<file path="config.mk">
export PLATFORM = sky130hd
export DESIGN_NAME = led_blinker_multi
export DESIGN_NICKNAME = d
export VERILOG_FILES = /design/src/rtl/led_blinker_multi.sv
export SDC_FILE = /design/constraint.sdc
export NUM_CORES = 1
export LEC_CHECK = 0
export ABC_AREA = 1
export CORE_UTILIZATION = 45
export CTS_CLUSTER_SIZE = 28
export DETAILED_ROUTE_END_ITERATION = 16
export PLACE_DENSITY_LB_ADDON = 0.08
export RECOVER_POWER = 50
export SLEW_MARGIN = 25
export SYNTH_ARGS = -nofsm -noshare
export SYNTH_HDL_FRONTEND = slang
export SYNTH_SLANG_ARGS = --single-unit
</file>
<file path="constraint.sdc">
create_clock -name i_clk -period 1.4 [get_ports i_clk]
set_input_delay 0.14 -clock i_clk [delete_from_list [all_inputs] [get_ports i_clk]]
set_output_delay 0.14 -clock i_clk [all_outputs]
set_load 0.005 [all_outputs]
</file>
<file path="src/rtl/led_blinker_multi.sv">
`default_nettype none
// ============================================================================
//  Module   : led_blinker_multi
//  Purpose  : Multi-channel LED driver. Four shared free-running prescalers
//             produce one-cycle ticks. Each channel picks one tick as its
//             enable and drives its LED in one of four modes: OFF, ON,
//             BLINK (toggle on every enable) or BURST (BURST_LEN on-pulses
//             after a trigger).
//  Ports    : i_clk    - single clock, rising edge
//             i_reset  - asynchronous, active-low reset
//             i_mode   - 2 bits per channel: 00 OFF, 01 ON, 10 BLINK, 11 BURST
//             i_rate   - 2 bits per channel: selects tick 0..3
//             i_trig   - 1 bit per channel: burst start, single cycle
//             o_led    - registered LED drive, 1 = lit
//             o_busy   - registered, 1 while the channel's burst is running
//  Revision : 1.0 - initial release
// ============================================================================
module led_blinker_multi #(
    parameter int N_CH      = 4,
    parameter int CNT_W     = 32,
    parameter int DIV0      = 50000000,
    parameter int DIV1      = 5000000,
    parameter int DIV2      = 1000000,
    parameter int DIV3      = 500000,
    parameter int BURST_LEN = 3
) (
    input  logic              i_clk,
    input  logic              i_reset,
    input  logic [2*N_CH-1:0] i_mode,
    input  logic [2*N_CH-1:0] i_rate,
    input  logic [N_CH-1:0]   i_trig,
    output logic [N_CH-1:0]   o_led,
    output logic [N_CH-1:0]   o_busy
);

    // Toggle counter covers 2*BURST_LEN edges (on + off per pulse).
    localparam int c_tcnt_w = $clog2(2 * BURST_LEN);
    localparam logic [c_tcnt_w-1:0] c_tcnt_last = c_tcnt_w'(2 * BURST_LEN - 1);

    localparam logic [1:0] c_mode_on    = 2'b01;
    localparam logic [1:0] c_mode_blink = 2'b10;
    localparam logic [1:0] c_mode_burst = 2'b11;

    // Terminal count of each prescaler, indexed by rate select.
    localparam logic [3:0][CNT_W-1:0] c_div_top = {
        CNT_W'(DIV3 - 1), CNT_W'(DIV2 - 1), CNT_W'(DIV1 - 1), CNT_W'(DIV0 - 1)
    };

    typedef enum logic [0:0] {
        S_IDLE = 1'b0,
        S_RUN  = 1'b1
    } burst_state_t;

    logic [3:0] w_tick;

    // ------------------------------------------------------------------
    // Shared prescalers. The tick is registered from the terminal-count
    // compare, so it lands one edge after the counter reaches DIVk-1.
    // They never restart on mode or rate changes.
    // ------------------------------------------------------------------
    for (genvar k = 0; k < 4; k++) begin : g_presc
        logic [CNT_W-1:0] r_cnt;
        logic             r_tick;

        always_ff @(posedge i_clk or negedge i_reset) begin
            if (!i_reset) begin
                r_cnt  <= '0;
                r_tick <= 1'b0;
            end else begin
                if (r_cnt == c_div_top[k]) begin
                    r_cnt <= '0;
                end else begin
                    r_cnt <= r_cnt + CNT_W'(1);
                end
                r_tick <= (r_cnt == c_div_top[k]);
            end
        end

        assign w_tick[k] = r_tick;
    end

    // ------------------------------------------------------------------
    // Per-channel enable register and LED / burst logic.
    // ------------------------------------------------------------------
    for (genvar c = 0; c < N_CH; c++) begin : g_chan
        logic [1:0]          w_mode;
        logic [1:0]          w_rate;
        logic                r_en;
        logic                r_led;
        logic                r_busy;
        logic [c_tcnt_w-1:0] r_tcnt;
        burst_state_t        r_state;

        assign w_mode = i_mode[2*c +: 2];
        assign w_rate = i_rate[2*c +: 2];

        always_ff @(posedge i_clk or negedge i_reset) begin
            if (!i_reset) begin
                r_en    <= 1'b0;
                r_led   <= 1'b0;
                r_busy  <= 1'b0;
                r_tcnt  <= '0;
                r_state <= S_IDLE;
            end else begin
                // One cycle of mux latency between tick and enable.
                r_en <= w_tick[w_rate];

                case (w_mode)
                    c_mode_on: begin
                        r_led   <= 1'b1;
                        r_busy  <= 1'b0;
                        r_tcnt  <= '0;
                        r_state <= S_IDLE;
                    end
                    c_mode_blink: begin
                        // Starts from whatever the LED currently shows.
                        if (r_en) begin
                            r_led <= ~r_led;
                        end
                        r_busy  <= 1'b0;
                        r_tcnt  <= '0;
                        r_state <= S_IDLE;
                    end
                    c_mode_burst: begin
                        if (r_state == S_IDLE) begin
                            // Enable is ignored in the trigger cycle; the
                            // first toggle comes from the next enable.
                            r_led  <= 1'b0;
                            r_tcnt <= '0;
                            if (i_trig[c]) begin
                                r_state <= S_RUN;
                                r_busy  <= 1'b1;
                            end else begin
                                r_busy  <= 1'b0;
                            end
                        end else if (r_en) begin
                            // Triggers while running are dropped.
                            if (r_tcnt == c_tcnt_last) begin
                                r_led   <= 1'b0;
                                r_busy  <= 1'b0;
                                r_tcnt  <= '0;
                                r_state <= S_IDLE;
                            end else begin
                                r_led  <= ~r_led;
                                r_tcnt <= r_tcnt + c_tcnt_w'(1);
                            end
                        end
                    end
                    default: begin
                        r_led   <= 1'b0;
                        r_busy  <= 1'b0;
                        r_tcnt  <= '0;
                        r_state <= S_IDLE;
                    end
                endcase
            end
        end

        assign o_led[c]  = r_led;
        assign o_busy[c] = r_busy;
    end

endmodule
`default_nettype wire

</file>
==> results.md <==
* Status: finished, violations left
* Failing checks: setup timing
* Worst IR drop on VDD at 0.000813 V
* Ys async rst share at 1.00
* CTS tree: yes
* Met3 wire length at between 700 and 800 um
* Main synth FF type: dfrtp_1
* Synth top cells by count: 451 x nand2_1, 280 x nor2_1, 202 x inv_1
* Initial antenna violation count at 0
* Tightest Pin Transition at just under 0.6 ns
* Area Growth Syn to Fin at 30.6%
* Synthesized area per cell at 6.81 um^2
* Hold WS at roughly 0.21 ns
* Placer Congestion at between 0.9 and 1
* Reg clk slew, reported paths at about 0.070 ns
* Worst Path Max Fanout at 6
* Core Rows at 52
* Layout cells sized above 1 at 0.239
* CTS root buf: clkbuf_16
* Yosys top cell by area: dfrtp_1
* Final Hold Vio Count at 0
* Clock H-tree levels at 4
* PortBufs at 29
* Core area at between 20,000 and 25,000 um^2
* Synth top area share at 0.430
* IO Pins at 30
* Power per cell area at approximately 790 nW/um^2
* Remaining DRCs at 0
* Crit path time final at around 1.4 ns
* CTS Buf Count at 17
* Global Route Usage Sum at 0.230
* Largest net degree at the start of global routing at 48
* Post-layout nets at 1,566
* Cell mode on critical path: nor2_4
* Crit path max-delay cell type: dfrtp_1
* Fmax achieved at between 0.6 and 0.7 GHz
* Period Utilization, post-route at 1.02
* Initial drt markers at between 400 and 500
* Syn Std Cell Area at 9300 um^2
* Initial Util at 0.460
* HP Class: input pin to async pin
* Layout Skew at 0.0130 ns
* Initial DRT Pass Iterations at 5
* Routed met1 length at about 11,000 um
* Final setup viols at 11
* Highest metal used: met4
* Antenna Diode Count at 0
* Post-route setup slack at -0.0314 ns
* CP Launch Type: flop
* Critical Path AT at roughly 1.8 ns
* Largest stage delay on the critical path at ~0.42 ns
* Die X at around 150 um
* Gr ovfl total at 0
* Cells on worst reg2reg path at 7
* DR vias at between 8,000 and 9,000
* Reg-to-Reg End: g_presc[2].r_cnt[18]
* Max-cap violation count at 0
* Number of synthesized flops with an enable pin at 0
* Worst R2R Setup Slack at -0.03 ns
* Yosys reg bits at 160
* Synth Net Count at approximately 1,400
* Synth warn at 0
* Vias in the first global route at ~8,500
* Reg-to-Reg Start: g_presc[2].r_cnt[18]
* Max transition margin at 0.605
* Met2 WL post-DR at 11,400 um
* CP Cell Sequence: nand2_2, nor2_4, nor2b_1, nand2_1, nor2_4, buf_6, nor2_1
* Slew Viols, Final at 0
* Count leader, synth: nand2_1
* Skew-Pair Late Insertion Delay at approximately 0.43 ns
* DR WL/cell at between 10 and 15 um
* Post-DR vias/cell at 4.78
* Die Y at around 150 um
* Place WS at -0.0968 ns
* Unrepaired setup endpoints after global routing: true
* Cells after Synth at approximately 1,400
* Die area at 21,300 um^2
* First-pass GRT wire length at about 40,000 um
* Critical Path RT at roughly 1.7 ns
* Top cells by area, synth: dfrtp_1 43%, nand2_1 18%, nor2_1 11%
* Fraction of the yosys area taken by sequential cells at 0.430
* Crit. End Element: flop
* Synth cell types at 27
* ANT nets after route at 0
* Leakage power at roughly 5.8 nW
* Critical Setup Path Class: flop to flop
* # clock sinks at 160
* WL final at about 24,000 um
* Detailed placer's ending HPWL at 17,500 um
* CTS max path bufs at 2
==> cell usage in the layout (no fill, tap or decap), types with 6 or more instances in the layout <==
master / instances
dlygate4sd2_1: 8
xnor2_1: 18
buf_4: 124
nor2_2: 69
nand3_1: 83
nand2_1: 409
xor2_1: 39
nor3_1: 9
buf_6: 8
nor2_1: 183
nand2_2: 42
inv_2: 6
nor2_4: 47
a21oi_1: 27
clkdlybuf4s50_1: 20
nand3_2: 7
dfrtp_1: 142
nand4_1: 19
o21ai_0: 6
clkbuf_16: 17
dfrtp_2: 18
inv_1: 196
==> area by class of cell <==
class | count | area, um^2
Sequential cell | 160 | 4030
Fill cell | 1912 | 8090
Clock buffer | 23 | 468
Inverter | 204 | 771
Multi-Input combinational cell | 991 | 5100
Timing Repair Buffer | 166 | 1360
Clock inverter | 8 | 83.8
Tap cell | 270 | 338
==> critical path: cells and delay by family, from the launching register on <==
| family | cells | cell delay [ns] |
|---|---|---|
| flip-flops | 1 | 0.42 |
| buffers and inverters | 1 | 0.18 |
| AND/OR/NAND/NOR | 6 | 0.72 |
==> metrics by stage <==
| stage | cells | power [mW] | util | setup TNS (ns) | instance area [um^2] |
|---|---|---|---|---|---|
| global placement | 1755 | 5.31 | 0.528 | -0.804 | 10700 |
| detailed placement | 1755 | 5.32 | 0.528 | -1.69 | 10700 |
| finish | 1822 | 9.60 | 0.600 | -0.0875 | 12100 |
| floorplan | 1367 | 5.04 | - | -0.0717 | 9330 |
| global route | 1822 | 10.0 | 0.600 | -5.49 | 12100 |
| CTS | 1793 | 9.74 | 0.560 | -0.0208 | 11300 |
==> logic make-up (layout without fill, tap and decap cells) <==
| group | Yosys count | in the layout | share of synthesized area |
|---|---|---|---|
| AOI/OAI and AO/OA | 43 | 43 | 0.0261 |
| xor gates and xnor gates | 60 | 60 | 0.0565 |
| adders and majority gates | 4 | 4 | 0.00538 |
| buffers and inverters | 216 | 401 | 0.0925 |
| DFF | 160 | 160 | 0.430 |
| and+or+nand+nor | 884 | 884 | 0.389 |
==> worst max-delay path by stage <==
| stage | endpoint | from | slack (ns) | cells after the start |
|---|---|---|---|---|
| 2_1_floorplan | g_presc[0].r_cnt[20] | g_presc[0].r_cnt[0] | -0.01 | 9 |
| 3_5_place_dp | g_presc[3].r_cnt[30] | g_presc[3].r_cnt[1] | -0.1 | 8 |
| 5_1_grt | g_presc[1].r_cnt[20] | g_presc[1].r_cnt[9] | -0.11 | 8 |
| 3_3_place_gp | g_presc[3].r_cnt[0] | g_presc[3].r_cnt[0] | -0.07 | 8 |
| 4_1_cts | g_presc[1].r_cnt[11] | g_presc[1].r_cnt[1] | -0.006 | 9 |
| 6_report | g_presc[2].r_cnt[18] | g_presc[2].r_cnt[18] | -0.03 | 7 |
==> power by group <==
group | leakage, nW | total (mW) | switching (mW) | internal (mW)
Clock | 0.259 | 4.39 | 1.86 | 2.54
Sequential | 2.13 | 4.79 | 0.0849 | 4.71
Combinational | 3.37 | 0.418 | 0.231 | 0.187
Total | 5.76 | 9.60 | 2.17 | 7.43
==> metal layers <==
layer	vias up	GRT usage
met2	147	0.383
met5	-	0
met4	0	0.0874
li1	4517	-
met3	28	0.0357
met1	4013	0.300
==> registers in the layout, summed over array words and instances, names as in the netlist <==
register	flops
g_presc.r_cnt	128
g_chan.r_tcnt	12
g_chan.r_busy	4
g_chan.r_en	4
g_chan.r_led	4
g_chan.r_state	4
g_presc.r_tick	4
==> repair_timing <==
item | 4_1_cts | 5_1_grt
buffers inserted | 6 | 28
pin swaps | 5 | 52
resized for setup | 31 | 206
setup endpoints to repair | 61 | 111
hold buffers | 1 | 0
hold endpoints to repair | 160 | 0
cloned | 0 | 1
Note: power is estimated with default switching activity, not from simulation.
